## src/rtl/mem_arb_pkg.sv

```systemverilog
// Shared types for the two-port memory arbiter: FSM states, burst size codes,
// requester ids and the size-to-beat-count mapping.
// No logic or timing of its own; imported by the arbiter and its beat counter.
package mem_arb_pkg;

  typedef enum logic [1:0] {
    IDLE  = 2'd0,
    ISSUE = 2'd1,
    DRAIN = 2'd2
  } arb_state_t;

  typedef enum logic {
    REQ_F = 1'b0,
    REQ_D = 1'b1
  } req_id_t;

  localparam logic [1:0] SZ_1W  = 2'b00;
  localparam logic [1:0] SZ_4W  = 2'b01;
  localparam logic [1:0] SZ_8W  = 2'b10;
  localparam logic [1:0] SZ_16W = 2'b11;

  // 5 bits so a full 16-beat count fits.
  localparam int BEAT_W = 5;

  function automatic logic [BEAT_W-1:0] beats_for_size(input logic [1:0] size);
    case (size)
      SZ_1W:   beats_for_size = BEAT_W'(1);
      SZ_4W:   beats_for_size = BEAT_W'(4);
      SZ_8W:   beats_for_size = BEAT_W'(8);
      default: beats_for_size = BEAT_W'(16);
    endcase
  endfunction

endpackage

```

## src/rtl/mem_arb_beat_ctr.sv

```systemverilog
// Beat counter for one arbiter transaction: loaded at grant, steps per issued beat.
// Latency: last_issue is combinational with the final issue; last_return lags it by 1 cycle.
// Backpressure: the count only advances on cycles where 'issue' is high (stalls hold it).
// Ports: clock/reset; load + load_count start a transaction; issue advances beat;
//        beat is the index of the beat issued this cycle; last_issue / last_return flags.
module mem_arb_beat_ctr
  import mem_arb_pkg::*;
(
  input  logic              clock,
  input  logic              reset,
  input  logic              load,
  input  logic [BEAT_W-1:0] load_count,
  input  logic              issue,
  output logic [BEAT_W-1:0] beat,
  output logic              last_issue,
  output logic              last_return
);

  logic [BEAT_W-1:0] count_q;

  assign last_issue = issue && (beat == (count_q - BEAT_W'(1)));

  always_ff @(posedge clock or posedge reset) begin
    if (reset) begin
      beat        <= '0;
      count_q     <= '0;
      last_return <= 1'b0;
    end else begin
      // The final read data comes back one cycle after the final issue.
      last_return <= last_issue;
      if (load) begin
        beat    <= '0;
        count_q <= load_count;
      end else if (issue) begin
        beat <= beat + BEAT_W'(1);
      end
    end
  end

endmodule

```

## src/rtl/mem_arbiter.sv

```systemverilog
// Arbitrates a burst fetch port and a single-word data port onto one word-wide memory port.
// Latency: grant + first issue 1 cycle after a request is seen idle; read data 1 cycle after issue.
// Backpressure: mem_busy stalls issue (beat holds); requesters hold req until their gnt pulse.
// Ports: f_* fetch requester (read bursts of 1/4/8/16 words), d_* data requester
//        (single-word load/store), mem_* memory side. Build option MEM_ARB_RR_EN selects
//        round-robin tie-breaking; otherwise data has fixed priority over fetch.
module mem_arbiter
  import mem_arb_pkg::*;
#(
  parameter int ADDR_W = 32,
  parameter int DATA_W = 32
) (
  input  logic              clock,
  input  logic              reset,
  input  logic              f_req,
  input  logic [ADDR_W-1:0] f_addr,
  input  logic [1:0]        f_size,
  output logic              f_gnt,
  output logic              f_rvalid,
  output logic [DATA_W-1:0] f_rdata,
  output logic              f_done,
  input  logic              d_req,
  input  logic [ADDR_W-1:0] d_addr,
  input  logic              d_rw,
  input  logic [DATA_W-1:0] d_wdata,
  output logic              d_gnt,
  output logic              d_rvalid,
  output logic [DATA_W-1:0] d_rdata,
  output logic              d_done,
  output logic [ADDR_W-1:0] mem_addr,
  output logic [DATA_W-1:0] mem_data_in,
  output logic [1:0]        mem_access_size,
  output logic              mem_rw,
  output logic              mem_enable,
  input  logic [DATA_W-1:0] mem_data_out,
  input  logic              mem_busy
);

  arb_state_t        state, state_nxt;
  req_id_t           winner, owner_q;
  logic [ADDR_W-1:0] base_q;
  logic [DATA_W-1:0] wdata_q;
  logic              rw_q, gnt_q, rvld_q;
  logic              grant, issue, last_issue, last_return;
  logic [BEAT_W-1:0] beat;

  // Byte-offset bits are architecturally ignored.
  logic unused_addr_lsbs;
  assign unused_addr_lsbs = ^{f_addr[1:0], d_addr[1:0]};

  assign grant = (state == IDLE) && (f_req || d_req);
  assign issue = (state == ISSUE) && !mem_busy;

`ifdef MEM_ARB_RR_EN
  // Remembers who won last so a tie goes to the other side; starts as data so
  // fetch takes the first tie after reset.
  req_id_t last_win_q;

  always_ff @(posedge clock or posedge reset) begin
    if (reset)      last_win_q <= REQ_D;
    else if (grant) last_win_q <= winner;
  end

  always_comb begin
    winner = REQ_D;
    if (f_req && d_req) winner = (last_win_q == REQ_D) ? REQ_F : REQ_D;
    else if (f_req)     winner = REQ_F;
  end
`else
  always_comb begin
    winner = d_req ? REQ_D : REQ_F;
  end
`endif

  mem_arb_beat_ctr u_beat_ctr (
    .clock       (clock),
    .reset       (reset),
    .load        (grant),
    .load_count  ((winner == REQ_D) ? BEAT_W'(1) : beats_for_size(f_size)),
    .issue       (issue),
    .beat        (beat),
    .last_issue  (last_issue),
    .last_return (last_return)
  );

  // Transaction context captured at grant; requests are ignored afterwards.
  always_ff @(posedge clock or posedge reset) begin
    if (reset) begin
      owner_q <= REQ_F;
      base_q  <= '0;
      rw_q    <= 1'b0;
      wdata_q <= '0;
      gnt_q   <= 1'b0;
      rvld_q  <= 1'b0;
    end else begin
      gnt_q  <= grant;
      rvld_q <= issue && !rw_q;
      if (grant) begin
        owner_q <= winner;
        if (winner == REQ_D) begin
          base_q  <= {d_addr[ADDR_W-1:2], 2'b00};
          rw_q    <= d_rw;
          wdata_q <= d_wdata;
        end else begin
          base_q  <= {f_addr[ADDR_W-1:2], 2'b00};
          rw_q    <= 1'b0;
          wdata_q <= '0;
        end
      end
    end
  end

  // FSM: state register
  always_ff @(posedge clock or posedge reset) begin
    if (reset) state <= IDLE;
    else       state <= state_nxt;
  end

  // FSM: next state
  always_comb begin
    state_nxt = state;
    case (state)
      IDLE:    if (f_req || d_req) state_nxt = ISSUE;
      ISSUE:   if (last_issue)     state_nxt = DRAIN;
      DRAIN:                       state_nxt = IDLE;
      default:                     state_nxt = IDLE;
    endcase
  end

  // FSM: memory-side outputs, driven only on cycles that actually issue a beat.
  always_comb begin
    mem_enable  = 1'b0;
    mem_addr    = '0;
    mem_rw      = 1'b0;
    mem_data_in = '0;
    if (issue) begin
      mem_enable  = 1'b1;
      mem_addr    = base_q + (ADDR_W'(beat) << 2);  // wraps modulo 2^ADDR_W
      mem_rw      = rw_q;
      mem_data_in = rw_q ? wdata_q : '0;
    end
  end

  assign mem_access_size = SZ_1W;

  // gnt_q is high exactly in the first ISSUE cycle, even if that cycle stalls.
  assign f_gnt    = gnt_q       && (owner_q == REQ_F);
  assign d_gnt    = gnt_q       && (owner_q == REQ_D);
  assign f_rvalid = rvld_q      && (owner_q == REQ_F);
  assign d_rvalid = rvld_q      && (owner_q == REQ_D);
  assign f_done   = last_return && (owner_q == REQ_F);
  assign d_done   = last_return && (owner_q == REQ_D);
  assign f_rdata  = f_rvalid ? mem_data_out : '0;
  assign d_rdata  = d_rvalid ? mem_data_out : '0;

endmodule

```

## config.mk

```make
export PLATFORM = sky130hd
export DESIGN_NAME = mem_arbiter
export DESIGN_NICKNAME = d
export VERILOG_FILES = /design/src/rtl/mem_arb_pkg.sv /design/src/rtl/mem_arb_beat_ctr.sv /design/src/rtl/mem_arbiter.sv
export SDC_FILE = /design/constraint.sdc
export NUM_CORES = 1
export LEC_CHECK = 0
export BUFFER_PORTS_ARGS = -buffer_cell sky130_fd_sc_hd__buf_2
export CAP_MARGIN = 10
export CORE_MARGIN = 2
export CORE_UTILIZATION = 40
export CTS_CLUSTER_SIZE = 40
export DETAILED_ROUTE_END_ITERATION = 16
export HOLD_SLACK_MARGIN = 0.1
export PLACE_DENSITY = 0.78
export SLEW_MARGIN = 20
export SYNTH_ARGS = -nofsm -noshare
export SYNTH_HDL_FRONTEND = slang
export SYNTH_HIERARCHICAL = 1
export SYNTH_SLANG_ARGS = --single-unit
```

## constraint.sdc

```tcl
create_clock -name clock -period 2.6 [get_ports clock]
set_input_delay 0.52 -clock clock [delete_from_list [all_inputs] [get_ports clock]]
set_output_delay 0.52 -clock clock [all_outputs]
set_load 0.02 [all_outputs]
```

==> flow_metrics.py <==
metrics = {
    "status": {
        "outcome": "finished, violations left",
        "violations": "negative setup slack",
    },
    "clock_tree": {
        "ctsHtreeMaxLevel": 3,
        "cts_inserted_buffers": 9,
        "clk_latency_ns": 0.33,
        "cts_num_sinks": 79,
        "cts_root_buffer": "clkbuf_16",
        "cts_buffer_depth": 2,
        "cts_tree": "built",
        "cts_hold_buf": 0,
        "clkTransAtPathRegs_ns": 0.06,
    },
    "synth": {
        "yosysSeqAreaShare_pct": 39.8,
        "synth_most_common_cell": "dfrtp_1",
        "post_synth_num_cell_types": 53,
        "synthCells": 542,
        "yosysWarnings": 6,
        "synth-edff-count": 0,
        "synth.area.top_cells": "dfrtp_1, and3_1, mux2i_1",
        "yosys.area.top_type": "dfrtp_1",
        "synthFlopType": "dfrtp_1",
        "synthArstFlopShare_pct": 100,
        "synth_seq_cells": 79,
        "yosys.area.top_type_share_pct": 39.8,
        "syn_area_per_cell_um2": 9.15,
        "synth_area_um2": 4960,
        "netlist_top_cells_count": "dfrtp_1, and3_1, nand2_1",
    },
    "detailed_routing": {
        "ant_nets": 0,
        "avgRoutedWirePerCell_um": 16.7,
        "num_vias": 5014,
        "drt_pass1_iterations": 5,
        "remaining_drc_errors": 0,
        "vias_per_cell": 5.10,
        "wirelength_mm": 16.5,
        "first_iter_violations": 228,
    },
    "final_layout": {
        "fillers": 1029,
        "drive_gt1_share_pct": 45.5,
        "fin_nets": 954,
        "area.growth.synth_to_final_pct": 46.4,
        "design_area_um2": 7260,
        "utilization_pct": 60.2,
        "fin_cells": 984,
    },
    "placed_design": {
        "pre_cts_ws_ns": -0.0563,
        "place_area_um2": 6610,
        "io_buffers": 265,
        "gp_congestion": 0.844,
        "numPlacedInstances": 961,
        "dp_hpwl_mm": 12.0,
    },
    "die": {
        "placementRows": 40,
        "io_pins": 274,
        "die_w_um": 115,
        "die_height_um": 115,
        "dieArea_um2": 13300,
        "design.core.area_um2": 12100,
        "start_util_pct": 41.1,
    },
    "pwr": {
        "p_sw_mw": 2.96,
        "p_clk_share_pct": 18.4,
        "pwr-share-comb_pct": 49.3,
        "swShare_pct": 42.8,
        "internal_power_mw": 3.96,
        "p_leak_nw": 3.98,
        "ir_worst_vdd_v": 0.000454,
        "pwr-share-seq_pct": 32.3,
        "power.density_nw_per_um2": 954,
        "total_power_mw": 6.93,
    },
    "timing": {
        "setup_slack_ns": -0.381,
        "period_share_pct": 115,
        "max_freq_ghz": 0.335,
        "finalHoldViolations": 0,
        "setup_tns_ns": -5.57,
        "finClkSkew_ns": 0.00531,
        "report.final.slew_viol_count": 0,
        "setup_viol": 24,
        "holdWs_ns": 0.190,
        "period_needed_ns": 2.98,
        "max_slew_margin_pct": 62.8,
        "rsz0062_at_grt": "true",
        "worst_pin_slew_ns": 0.557,
    },
    "critical_path": {
        "arrival_ns": 2.46,
        "reg2reg_from": "state[1]$_DFFE_PP0P_",
        "cp-start-kind": "register",
        "r2r-end": "state[0]$_DFFE_PP0P_",
        "r2r_cells": 7,
        "rrSetupSlack_ns": 0.63,
        "critPathCaptureType": "output pin",
        "worstSetupPathType": "reg2out",
        "cp-endpoint": "mem_addr[28]",
        "startpoint": "base_q[2]$_DFFE_PP0P_",
        "cp_data_required_time_ns": 2.08,
        "cp_max_fo": 5,
    },
    "min_path": {
        "holdCritPathClass": "in2async",
    },
    "grt": {
        "grt_pass1_wl_mm": 24.5,
        "track_usage_pct": 23.8,
        "grt_antenna_before_repair": 1,
        "grt_pass1_vias": 4634,
        "grt_overflow": 0,
        "grt_max_degree": 96,
    },
    "run": {
        "cap_violations": 0,
    },
}
-- routing by layer --
layer	part of all wire [%]	global-route usage (%)	vias up
met5	0	0	-
met4	2.9	11.6	0
met3	5.4	2.64	25
met2	54	43.0	203
met1	38	27.8	2345
li1	-	-	2441
-- registers in the layout (all words and copies together), names as in the netlist --
signal	cells
base_q	30
gnt_q	1
owner_q	1
rvld_q	1
rw_q	1
state	2
u_beat_ctr/beat	5
u_beat_ctr/count_q	5
u_beat_ctr/last_return	1
wdata_q	32
-- kinds of logic after synthesis --
| logic type | after synthesis | synth area share (%) |
|---|---|---|
| compound gates | 108 | 15.8 |
| xor+xnor | 30 | 5.30 |
| fa+ha+maj | 8 | 2.17 |
| buf+inv | 62 | 5.47 |
| flops | 79 | 39.8 |
| mux | 35 | 7.14 |
| other cells | 1 | 0.0756 |
| simple gates | 219 | 24.2 |
-- power by group through the flow --
stage               registers, mW  logic (mW)  clock network (mW)
CTS                          2.22        3.35                1.30
finish                       2.24        3.42                1.27
global placement             2.20        3.13                   0
global route                 2.31        3.71                1.34
floorplan                    2.09        2.29                   0
detailed placement           2.22        3.19                   0
-- worst min-delay path by stage --
stage | to | slack (ns) | cells after the start
global placement | base_q[6]$_DFFE_PP0P_ | 0.47 | 2
CTS | u_beat_ctr/beat[1]$_DFFE_PP0P_ | 0.19 | 2
detailed placement | base_q[4]$_DFFE_PP0P_ | 0.48 | 2
finish | u_beat_ctr/beat[1]$_DFFE_PP0P_ | 0.19 | 2
floorplan | u_beat_ctr/beat[0]$_DFFE_PP0P_ | 0.37 | 1
global route | u_beat_ctr/beat[1]$_DFFE_PP0P_ | 0.24 | 2
-- worst max-delay path, cell delays in order (launching register included) --
cell and delay [ns]:
dfrtp_1 0.35, ha_2 0.20, inv_2 0.04, fa_2 0.33
and2b_2 0.24, o31a_4 0.17, o21bai_2 0.12, o311ai_1 0.36
o41ai_2 0.14, buf_4 0.18
-- placed cells by master, fill, tap and decap left out, types with 12 or more instances in the layout --
cell type,instances
a22o_1,33
buf_6,12
and3_1,65
mux2i_1,31
xnor2_1,18
buf_4,42
buf_2,243
nor2_1,33
inv_1,12
o21ai_0,34
and2_1,38
dfrtp_1,78
nand2_1,42
-- layout make-up --
type | count | area (µm²) | area share [%]
Clock buffer | 10 | 239 | 3.29
Timing Repair Buffer | 300 | 1730 | 23.8
Sequential cell | 79 | 1980 | 27.2
Tap cell | 168 | 210 | 2.89
Multi-Input combinational cell | 405 | 2990 | 41.1
Inverter | 15 | 60.1 | 0.827
Antenna cell | 1 | 2.50 | 0.0345
Clock inverter | 6 | 60.1 | 0.827
-- timing repair --
item                                    4_1_cts  5_1_grt
hold endpoints to repair                      0        0
endpoints found under the setup margin       53       54
gates resized for setup                      63       14
pin swaps                                    33       15
setup buffers                                 2        3
cloned                                        2        0
No activity file was read; power rests on OpenSTA's default activity.
